<file path="src/rtl/tape_cache_ctrl.sv">
// tape_cache_ctrl
//   Arbitrates a single-port tape cache RAM between three users:
//     - the HPS tape download, which always wins and writes straight through
//     - a cassette player that reads one byte per request
//     - a recorder that writes one byte per request (optionally write-protected)
//   It also keeps track of the tape image extent (tape_end) and validity
//   (tape_loaded), and emits a rewind pulse when a new download starts.
//
// Ports
//   clk, reset_n                 clock, asynchronous active-low reset
//   dl_active/dl_wr/dl_addr/dl_data
//                                download window, byte strobe, address, data
//   play_req/play_addr           player read request (level) and address
//   play_ack/play_data           one-cycle read completion, read byte
//   rec_req/rec_addr/rec_data    recorder write request (level), address, data
//   rec_ack                      one-cycle write completion
//   write_protect                suppresses the recorder RAM write
//   mem_addr/mem_wdata/mem_we    cache RAM port
//   mem_q                        cache RAM read data (one-cycle latency)
//   tape_end                     last valid tape byte address
//   tape_loaded                  cache holds a valid image
//   rewind                       one-cycle pulse after dl_active rises
//   fsm_state                    debug view of the FSM: 0=IDLE 1=DL 2=RD_WAIT 3=WR
//
// Handshake (player and recorder): req is a level held until ack. ack is a
// one-cycle pulse. The requester drops req in the cycle after ack, so a req
// seen high during its own ack cycle belongs to the finished transfer and is
// ignored; a req still high one cycle after ack is a new request.

module tape_cache_ctrl (
  input  logic        clk,
  input  logic        reset_n,
  input  logic        dl_active,
  input  logic        dl_wr,
  input  logic [15:0] dl_addr,
  input  logic [7:0]  dl_data,
  input  logic        play_req,
  input  logic [15:0] play_addr,
  output logic        play_ack,
  output logic [7:0]  play_data,
  input  logic        rec_req,
  input  logic [15:0] rec_addr,
  input  logic [7:0]  rec_data,
  output logic        rec_ack,
  input  logic        write_protect,
  output logic [15:0] mem_addr,
  output logic [7:0]  mem_wdata,
  output logic        mem_we,
  input  logic [7:0]  mem_q,
  output logic [15:0] tape_end,
  output logic        tape_loaded,
  output logic        rewind,
  output logic [1:0]  fsm_state
);

  typedef enum logic [1:0] {
    IDLE    = 2'd0,
    DL      = 2'd1,
    RD_WAIT = 2'd2,
    WR      = 2'd3
  } state_t;

  state_t      state_q;
  state_t      state_d;
  logic        rr_rec_q;      // 1: recorder wins the next contended grant
  logic        dl_active_q;
  logic        written_q;     // a dl_wr happened in the current download
  logic [15:0] mem_addr_q;
  logic [7:0]  mem_wdata_q;

  logic        play_pend;
  logic        rec_pend;
  logic        grant_play;
  logic        grant_rec;
  logic        rd_done;
  logic        wr_done;
  logic        wr_perform;
  logic        dl_wr_eff;
  logic        dl_rise;
  logic        dl_fall;
  logic        contended;

  // A request is masked during its own ack cycle (see handshake note above).
  assign play_pend  = play_req & ~play_ack;
  assign rec_pend   = rec_req & ~rec_ack;
  assign dl_wr_eff  = dl_active & dl_wr;
  assign dl_rise    = dl_active & ~dl_active_q;
  assign dl_fall    = ~dl_active & dl_active_q;
  assign wr_perform = wr_done & ~write_protect;
  // Round-robin only advances when both requesters competed, so repeated
  // contention alternates the winner regardless of uncontested traffic.
  assign contended  = (grant_play & rec_pend) | (grant_rec & play_pend);
  assign fsm_state  = state_q;

  // Next state and access decode.
  always_comb begin
    state_d    = state_q;
    grant_play = 1'b0;
    grant_rec  = 1'b0;
    rd_done    = 1'b0;
    wr_done    = 1'b0;
    case (state_q)
      IDLE: begin
        if (dl_active) begin
          state_d = DL;
        end else if (play_pend && (!rec_pend || !rr_rec_q)) begin
          grant_play = 1'b1;
          state_d    = RD_WAIT;
        end else if (rec_pend) begin
          grant_rec = 1'b1;
          state_d   = WR;
        end
      end
      DL: begin
        if (!dl_active) state_d = IDLE;
      end
      RD_WAIT: begin
        // A download arriving now aborts the read; the request stays held.
        if (dl_active) begin
          state_d = DL;
        end else begin
          rd_done = 1'b1;
          state_d = IDLE;
        end
      end
      WR: begin
        if (dl_active) begin
          state_d = DL;
        end else begin
          wr_done = 1'b1;
          state_d = IDLE;
        end
      end
      default: state_d = IDLE;
    endcase
  end

  // RAM port: download passes straight through; otherwise the FSM drives it,
  // and when idle the address/data hold their last value with no write.
  always_comb begin
    mem_addr  = mem_addr_q;
    mem_wdata = mem_wdata_q;
    mem_we    = 1'b0;
    if (dl_active) begin
      mem_addr  = dl_addr;
      mem_wdata = dl_data;
      mem_we    = dl_wr & reset_n;
    end else if (grant_play) begin
      mem_addr = play_addr;
    end else if (wr_done) begin
      mem_addr  = rec_addr;
      mem_wdata = rec_data;
      mem_we    = ~write_protect;
    end
  end

  always_ff @(posedge clk or negedge reset_n) begin
    if (!reset_n) begin
      state_q     <= IDLE;
      rr_rec_q    <= 1'b0;
      dl_active_q <= 1'b0;
      written_q   <= 1'b0;
      mem_addr_q  <= 16'd0;
      mem_wdata_q <= 8'd0;
      play_ack    <= 1'b0;
      play_data   <= 8'd0;
      rec_ack     <= 1'b0;
      rewind      <= 1'b0;
      tape_end    <= 16'd0;
      tape_loaded <= 1'b0;
    end else begin
      state_q     <= state_d;
      dl_active_q <= dl_active;
      mem_addr_q  <= mem_addr;
      mem_wdata_q <= mem_wdata;
      play_ack    <= rd_done;
      rec_ack     <= wr_done;
      rewind      <= dl_rise;

      if (rd_done) play_data <= mem_q;
      if (contended) rr_rec_q <= grant_play;

      // A strobe in the very first download cycle must still count as written.
      if (dl_wr_eff)    written_q <= 1'b1;
      else if (dl_rise) written_q <= 1'b0;

      if (dl_rise)         tape_loaded <= 1'b0;
      else if (dl_fall)    tape_loaded <= written_q;
      else if (wr_perform) tape_loaded <= 1'b1;

      if (dl_wr_eff) begin
        tape_end <= dl_addr;
      end else if (wr_perform && ((rec_addr > tape_end) || !tape_loaded)) begin
        tape_end <= rec_addr;
      end
    end
  end

endmodule
</file>
<file path="config.mk">
export PLATFORM = sky130hd
export DESIGN_NAME = tape_cache_ctrl
export DESIGN_NICKNAME = d
export VERILOG_FILES = /design/src/rtl/tape_cache_ctrl.sv
export SDC_FILE = /design/constraint.sdc
export NUM_CORES = 1
export LEC_CHECK = 0
export ABC_CLOCK_PERIOD_IN_PS = 1800
export BUFFER_PORTS_ARGS = -buffer_cell sky130_fd_sc_hd__buf_2
export CAP_MARGIN = 40
export CORE_MARGIN = 2
export CORE_UTILIZATION = 37
export CTS_BUF_LIST = sky130_fd_sc_hd__clkbuf_4 sky130_fd_sc_hd__clkbuf_8
export CTS_CLUSTER_SIZE = 24
export DETAILED_ROUTE_END_ITERATION = 12
export PLACE_DENSITY = 0.71
export SYNTH_ARGS = -nofsm -noshare
export SYNTH_HDL_FRONTEND = slang
export SYNTH_SLANG_ARGS = --single-unit
</file>
<file path="constraint.sdc">
create_clock -name clk -period 1.8 [get_ports clk]
set_clock_uncertainty 0.1 [all_clocks]
set_input_delay 0.18 -clock clk [delete_from_list [all_inputs] [get_ports clk]]
set_output_delay 0.18 -clock clk [all_outputs]
set_load 0.02 [all_outputs]
</file>
# Word-level counts from Yosys, hierarchy flattened
# Index checks and enable logic that the tools add are counted.
[totals] memories=0 mem_bits_rw=0 output_inout_bits=55 wordCells=78 ff_bits=57 latchBits=0 romBits=0 input_bits=79
[classes] reduce_logical=13 addsub=0 n_eq_ne=5 muxes=32 n_shift=0 n_mul=0 magnitude_cmp=1 n_bitwise=15 n_div=0
[op_table] cell="$mux 16" count=5
[op_table] cell="$mux 8" count=3
[op_table] cell="$mux 1" count=19
[op_table] cell="$gt 16x16->1" count=1
[op_table] cell="$and 1x1->1" count=9
[op_table] cell="$mux 2" count=4
[op_table] cell="$pmux 2 s3" count=1
[op_table] cell="$not 1->1" count=5
[op_table] cell="$eq 2x2->1 const B" count=2
[op_table] cell="$ne 4x4->1 const B" count=1
[op_table] cell="$reduce_bool 2->1" count=2
[op_table] cell="$logic_not 1->1" count=3
[op_table] cell="$reduce_bool 3->1" count=1
[op_table] cell="$eq 2x1->1 const B" count=1
[op_table] cell="$logic_and 1x1->1" count=2
[op_table] cell="$logic_not 2->1" count=1
[op_table] cell="$logic_or 1x1->1" count=2
[op_table] cell="$ne 2x2->1 const B" count=1
[op_table] cell="$reduce_and 2->1" count=1
[op_table] cell="$reduce_or 2->1" count=1
[op_table] cell="$or 1x1->1" count=1

# Longest topological paths before layout
# Gate-level depths: netlist of the first run.
[logic_depth] depth_word=10 depth_mapped=8 depth_no_buf=7

# Worst setup path after synthesis of the first run
# No wires, ideal clock.
[synth_path] path_kind="register to register" start="reg tape_end[14]" end="reg tape_end[0]" t_arrival_ns=1.816 setup_time_ns=0.126 stages_incl_launch_ff=9 synth_period_minus_slack_ns=2.042 path_buffers=1 path_slack_ns=-0.242 t_required_ns=1.574 path_cell_list="dfrtp_1 -> inv_1 -> ha_1 -> and4_4 -> a21oi_2 -> o2111ai_4 -> buf_6 -> o211ai_2 -> nand3_2"
[synth_via] elab_chain_len=4
[synth_rtl] item="start, declared" line="50" source="output logic [15:0] tape_end,"
[synth_rtl] item="start signal, assigned" line="192" source="tape_end <= dl_addr;"
[synth_rtl] item="start signal, assigned" line="194" source="tape_end <= rec_addr;"
[synth_rtl] item="$gt 16x16->1" line="193" source="end else if (wr_perform && ((rec_addr > tape_end) || !tape_loaded)) begin"
[synth_rtl] item="$logic_or 1x1->1" line="193"
[synth_rtl] item="$logic_and 1x1->1" line="193"
[synth_rtl] item="$reduce_bool 2->1 (no source line)"
# No other way between the ends.
# A chain may end at the register's enable or synchronous reset.

# Final worst setup path of the first run
[layout_path] start="reg state_q[1], in the netlist fsm_state[1]" end="out mem_addr[3]"
[layout_via] elab_chain_len=5 word_cells_on_any_way=7 cone_classes="1 x eq/ne; 5 x mux; 1 x reduce/logical"
[layout_rtl] item="start, declared" line="63" source="state_t state_q;"
[layout_rtl] item="start signal, assigned" line="172" source="state_q <= state_d;"
[layout_rtl] item="$eq 2x2->1" line="102" source="case (state_q)"
[layout_rtl] item="$mux 1" line="102"
[layout_rtl] item="$mux 16" line="150" source="end else if (wr_done) begin"
[layout_rtl] item="$mux 16 (*)" line="148" source="end else if (grant_play) begin"
[layout_rtl] item="$mux 16 (*)" line="144" source="if (dl_active) begin"
[layout_rtl] item="end, declared" line="46" source="output logic [15:0] mem_addr,"
# Every way passes the cells marked *; elsewhere a longest branch is shown, timed or not.

==> summary.md, run 1 <==
| Metric | Value |
|---|---|
| ANT nets after route | `0` |
| Crit path max fanout | `5` |
| Drt first pass iters | `5` |
| Share of post-route cells with drive strength above 1 | `62.2%` |
| Clock Latency Late Sink | `0.35 ns` |
| Fin. Hold Viols | `0` |
| Crit path launch type | `flip-flop` |
| Core ar. | `0.00924 mm²` |
| Area leader, netlist | `dfrtp_1` |
| Register Area | `0.00144 mm²` |
| Number of synthesized flops with an enable pin | `0` |
| Hold depth | `3` |
| Crit path kind | `reg -> out` |
| Mapped Cells | `around 320` |
| Avg Cell Area, Syn | `~11 µm²` |
| Peak VDD IR | `0.606 mV` |
| R2r setup slk | `-0.28 ns` |
| YS warnings | `0` |
| Synth cell count leaders | `dfrtp_1 (57), a22oi_1 (24), and3_1 (19), nand2_1 (19)` |
| Post-Syn Area | `0.00351 mm²` |
| Placed Cells | `~620` |
| Worst hold endpoint | `mem_addr_q[11]` |
| CTS tree | `built` |
| Setup ws final | `-0.317 ns` |
| Top cell type's share of synthesized area | `40.6%` |
| Worst Setup SP | `fsm_state[1]` |
| Tot GR Track Use | `25.7%` |
| Cts bufs inserted | `9` |
| Clock buffer depth | `2` |
| Row cnt | `35` |
| RSZ-0062 raised after global routing | `true` |
| IO Pins | `between 100 and 150` |
| Drt total wl | `between 10,000 and 15,000 µm` |
| Crit path DAT | `1.84 ns` |
| RR Endpoint | `tape_end[6]` |
| First DRT Iteration DRCs | `185` |
| Gpl congestion | `0.844` |
| Status | `complete, but fails checks` |
| DR WL/cell | `roughly 19 µm` |
| Synth-to-Final Area Change | `73.1%` |
| Post-synth ARST share | `100%` |
| Worst Tran Pin Value | `0.730 ns` |
| Yosys cell types | `between 50 and 60` |
| Antenna cell count | `0` |
| Crit path capture type | `primary output` |
| GRT overflow | `0` |
| Drt drc | `0` |
| H-tree level count | `3` |
| Req. time, crit path | `between 1.5 and 2 ns` |
| Nets | `645` |
| Max-cap check violation count | `0` |
| Post-synthesis sequential area ratio | `40.6%` |
| Synth Flop Type | `dfrtp_1` |
| Multi-input gate area | `0.00245 mm²` |
| Pleak | `2.78 nW` |
| Largest net degree at the start of global routing | `58` |
| Vias per Instance | `between 5 and 6` |
| Initial Utilization | `38.0%` |
| Root Driver | `clkbuf_8` |
| Total number of vias | `between 3,000 and 4,000` |
| Fmax | `0.472 GHz` |
| Fill count | `around 700` |
| Port buffer count | `133` |
| Vias in the first global route | `3,998` |
| Die X | `101 µm` |
| Initial antenna violation count | `0` |
| Synth area leaders | `dfrtp_1 (41%), ha_1 (5.7%), a22oi_1 (5.1%), mux2i_1 (4.6%), o211ai_2 (3.9%)` |
| Count leader, synth | `dfrtp_1` |
| TritonCTS Sinks | `57` |
| Hold Path Class | `in -> reg` |
| Period Utilization, post-route | `118%` |
| Setup Viol. Count Final | `41` |
| Failing checks | `negative setup slack` |
| Slew Viols, Final | `0` |
| Worst Reg-to-Reg Cells | `8` |
| Die height | `101 µm` |
| P per Cell Area | `861 mW/mm²` |
| Dpl hpwl | `roughly 7900 µm` |
| Area of the die | `0.0103 mm²` |
| Hold Startpoint | `play_addr[11]` |
| First-pass GRT wire length | `20,400 µm` |
| Core Util, Final | `around two thirds` |
| Minimum clock period | `2.12 ns` |
| Slew Limit Headroom | `51.3%` |
| Clk slew on worst S/H paths | `0.08 ns` |
| Syn Nets | `about 420` |
| Fin cells | `roughly 680` |
| FF-to-FF Start | `tape_end[15]` |
| Synth Register Bits | `57` |
-- metrics by stage --
step	setup slack [ns]	cell area (µm²)	TNS, ns	power (mW)	hold slack, ns
3_5_place_dp	-0.219	4820	-3.08	3.48	0.320
6_report	-0.317	6080	-10.30	5.23	0.0107
2_1_floorplan	-0.149	3680	-1.71	2.73	-0.216
3_3_place_gp	-0.141	4820	-2.12	3.42	0.311
4_1_cts	-0.338	5820	-9.61	5.07	0.0000890
5_1_grt	-0.394	6080	-13.57	5.50	0.0171
-- registers in the layout, summed over array words and instances, names as in the netlist, 2 cells and up --
name,flops
fsm_state,2
mem_addr_q,16
mem_wdata_q,8
play_data,8
tape_end,16
-- cell type report --
cell class | count | share of cell area (%)
Multi-Input combinational cell | 230 | 40.3
Timing Repair Buffer | 234 | 28.8
Sequential cell | 57 | 23.7
Tap cell | 129 | 2.65
Clock buffer | 9 | 2.04
Clock inverter | 7 | 1.32
Inverter | 18 | 1.15
-- where the power goes --
group	internal (mW)	switching [mW]	total (mW)
clock	0.650	0.600	1.25
combinational	1.08	1.24	2.32
sequential	1.52	0.145	1.66
-- layout by cell type, fill, tap and decap left out, drive strengths merged --
cell         netlist  routed
a21o               3       4
dlygate4sd3        0      27
a31oi             17      17
clkinv             0       3
and2               1       1
nand3             18      18
buf               15     207
clkinvlp           0       2
a22oi             24      24
nand4             18      18
nand3b             1       1
nand2             19      19
o2111ai            1       1
ha                16      16
o2111a             1       1
nor2b              3       3
a31o               2       2
or2                1       1
o21a               3       4
and3              19      19
clkbuf             6       9
dfrtp             57      57
and2b              1       1
mux2i             16      16
o21ai             20      20
nand2b             2       2
and4               2       2
xnor2              1       1
bufinv             0       1
nor3b              1       1
mux2               8       8
inv               18      19
o211ai            17      17
nor3               2       2
nor2               4       4
a21oi              7       7
-- how the worst max path moves through the flow --
stage | end | slack [ns] | depth (start not counted)
after floorplan | tape_end[10] | -0.15 | 8
after global placement | tape_end[13] | -0.14 | 7
after detailed placement | tape_end[7] | -0.22 | 7
after CTS | mem_addr[4] | -0.34 | 7
after global routing | mem_addr[3] | -0.39 | 7
final | mem_addr[3] | -0.32 | 7
-- timing repair --
item,CTS,global route
hold endpoints to repair,76,0
setup endpoints to repair,41,41
buffers inserted,13,4
hold buffers,27,0
pin swaps,52,27
cloned,4,0
gates resized for setup,78,47
-- kinds of logic after synthesis --
| logic type | synth area share, % |
|---|---|
| compound gates | 22.6 |
| buf+inv | 6.41 |
| mux | 7.12 |
| flops | 40.6 |
| fa+ha+maj | 5.70 |
| xor+xnor | 0.249 |
| simple gates | 17.3 |
-- worst max-delay path: stages (launching register included) --
cell and delay [ns]:
dfrtp_2 0.43, nor3_4 0.21, nand2_2 0.09, a21oi_4 0.15, or2_4 0.21, buf_6 0.16
o21ai_2 0.09, buf_6 0.15
-- metal layers --
metal | part of all wire (%) | global-route usage [%]
met1 | 39 | 31.1
met2 | 52 | 44.5
met3 | 5.9 | 5.31
met4 | 2.7 | 10.8
met5 | 0 | 0
Note: power is estimated with default switching activity, not from simulation.
==> run 2: changes to the inputs <==
REMOVE_ABC_BUFFERS = 1   (was default)
==> run 2 against run 1 <==
  * The run still ends with negative setup slack left
  * Final cell count rose by 0.58%
  * Critical path depth decreased by 1
  * Sequential power is essentially flat
  * Via count shrank 3.0%
  * Register-to-register slack is essentially flat
  * Worst setup slack better by 0.011 ns
  * Hold slack got worse by 0.0011 ns
  * Maximum frequency is 0.50% higher
  * Largest cell class unchanged
  * Highest routed layer unchanged
==> summary.md, run 2 (synthesis gave the netlist of run 1 again) <==
| Metric | Value |
|---|---|
| Clock Latency Late Sink | `0.34 ns` |
| Pleak | `about 2.8 nW` |
| Drt total wl | `12,500 µm` |
| Minimum clock period | `2.11 ns` |
| Failing checks | `negative setup slack` |
| Core ar. | `around 0.0092 mm²` |
| Tot GR Track Use | `between 20% and 30%` |
| Setup Viol. Count Final | `41` |
| Initial Utilization | `38.0%` |
| RSZ-0062 raised after global routing | `true` |
| Period Utilization, post-route | `117%` |
| Total number of vias | `3,636` |
| Max-cap check violation count | `0` |
| Final Power | `4.98 mW` |
| DR WL/cell | `about 18 µm` |
| Initial antenna violation count | `0` |
| First-pass GRT wire length | `18,500 µm` |
| Peak VDD IR | `roughly 0.42 mV` |
| Clock buffer depth | `2` |
| Share of post-route cells with drive strength above 1 | `56.4%` |
| Hold Startpoint | `play_addr[13]` |
| Setup ws final | `-0.306 ns` |
| Drt drc | `0` |
| Critical Path Max Stage Delay | `0.38 ns` |
| Root Driver | `clkbuf_8` |
| FF-to-FF Start | `tape_end[9]` |
| Crit path kind | `reg -> out` |
| Crit path capture type | `primary output` |
| Worst Tran Pin Value | `0.762 ns` |
| Clk slew on worst S/H paths | `around 0.08 ns` |
| Die height | `~100 µm` |
| H-tree level count | `3` |
| GRT overflow | `0` |
| Most frequent cells in the layout | `buf_2 (111), buf_4 (59), dfrtp_1 (57), dlygate4sd3_1 (31), buf_6 (27)` |
| Cts bufs inserted | `9` |
| Worst path bufs/invs | `2` |
| Nets | `649` |
| Worst Setup SP | `rec_ack` |
| CP Cell Sequence | `and2b_2 > a21oi_4 > or2_4 > buf_12 > o21ai_2 > buf_6` |
| Area of the die | `0.0103 mm²` |
| Largest net degree at the start of global routing | `58` |
| Req. time, crit path | `around 1.5 ns` |
| Leading cell type in the layout, fill and taps excluded | `buf_2` |
| Placed Cells | `615` |
| Fmax | `0.475 GHz` |
| Status | `complete, but fails checks` |
| P per Cell Area | `861 mW/mm²` |
| Crit path max fanout | `7` |
| IO Pins | `134` |
| Fin cells | `between 600 and 700` |
| CTS tree | `built` |
| Die X | `101 µm` |
| Crit path DAT | `1.83 ns` |
| Drt first pass iters | `4` |
| Synth-to-Final Area Change | `64.6%` |
| TritonCTS Sinks | `57` |
| Row cnt | `35` |
| DP Worst Slack | `-0.223 ns` |
| Crit path launch type | `flip-flop` |
| First DRT Iteration DRCs | `192` |
| Fin. Hold Viols | `0` |
| ANT nets after route | `0` |
| Regs by FF count | `mem_addr_q (16), tape_end (16)` |
| Dpl hpwl | `about 7400 µm` |
| Antenna cell count | `0` |
| Worst path slowest cell | `dfrtp_1` |
| Core Util, Final | `62.6%` |
| Vias in the first global route | `3,798` |
| Slew Limit Headroom | `about 49%` |
| Slew Viols, Final | `0` |
| Port buffer count | `between 100 and 150` |
| Gpl congestion | `0.828` |
| Vias per Instance | `5.28` |
| Hold Path Class | `in -> reg` |
| Crit path max-delay family | `simple AND/OR/NAND/NOR gates` |
| Setup TNS | `-9.63 ns` |
==> run 2: cell types whose count changed in the layout (fill, tap and decap cells not counted), moves of 9 or more <==
| cell | delta |
|---|---|
| a31oi_1 | +15 |
| a31oi_4 | -15 |
| buf_4 | +9 |
| dfrtp_1 | +12 |
| dfrtp_2 | -12 |
| mux2i_1 | +10 |
==> run 2: cell type report <==
class                           count  area [µm²]
Multi-Input combinational cell    230        2090
Clock inverter                      6        67.6
Fill cell                         732        3460
Clock buffer                       10         131
Tap cell                          129         161
Sequential cell                    57        1430
Timing Repair Buffer              238        1840
Inverter                           18        70.1
==> run 2: per-layer routing <==
layer	vias to the layer above	GRT usage, %	wire length (µm)
li1	1704	-	-
met1	1768	29.4	5150
met2	144	39.1	6330
met3	20	4.62	721
met4	0	9.25	278
met5	-	0	0
==> run 2: through the flow <==
step	instance area, µm²	hold WS (ns)
floorplan	3360	-0.216
global placement	4620	0.312
detailed placement	4620	0.316
CTS	5490	0.00177
global route	5780	0.00894
finish	5780	0.00960
==> run 2: power breakdown <==
group          internal [mW]  total, mW  switching (mW)
Clock                  0.659       1.23           0.575
Combinational          0.986       2.11            1.13
Sequential              1.51       1.63           0.124
Total                   3.15       4.98            1.82
==> run 2: tightest hold or removal path: stages <==
cell     delay [ns]
buf_2          0.08
a22oi_1        0.06
o21ai_2        0.08
==> run 2: worst paths after layout <==
| check | end | cells past startpoint | slack, ns |
|---|---|---|---|
| setup reg to reg | tape_end[4] | 8 | -0.27 |
| hold reg to reg | mem_wdata_q[3] | 2 | 0.38 |
| max in group asynchronous | tape_end[10] | 3 | 0.60 |
| min in group asynchronous | play_data[6] | 3 | 0.48 |
| setup / recovery | mem_addr[11] | 6 | -0.31 |
| hold / removal | mem_addr_q[13] | 3 | 0.01 |
==> run 2: repair_timing <==
action,in CTS,in global routing
setup endpoints to repair,41,41
setup buffers,8,12
hold buffers,30,1
resized for setup,61,42
endpoints found under the hold margin,80,1
pin swaps,15,33
gates cloned,5,1
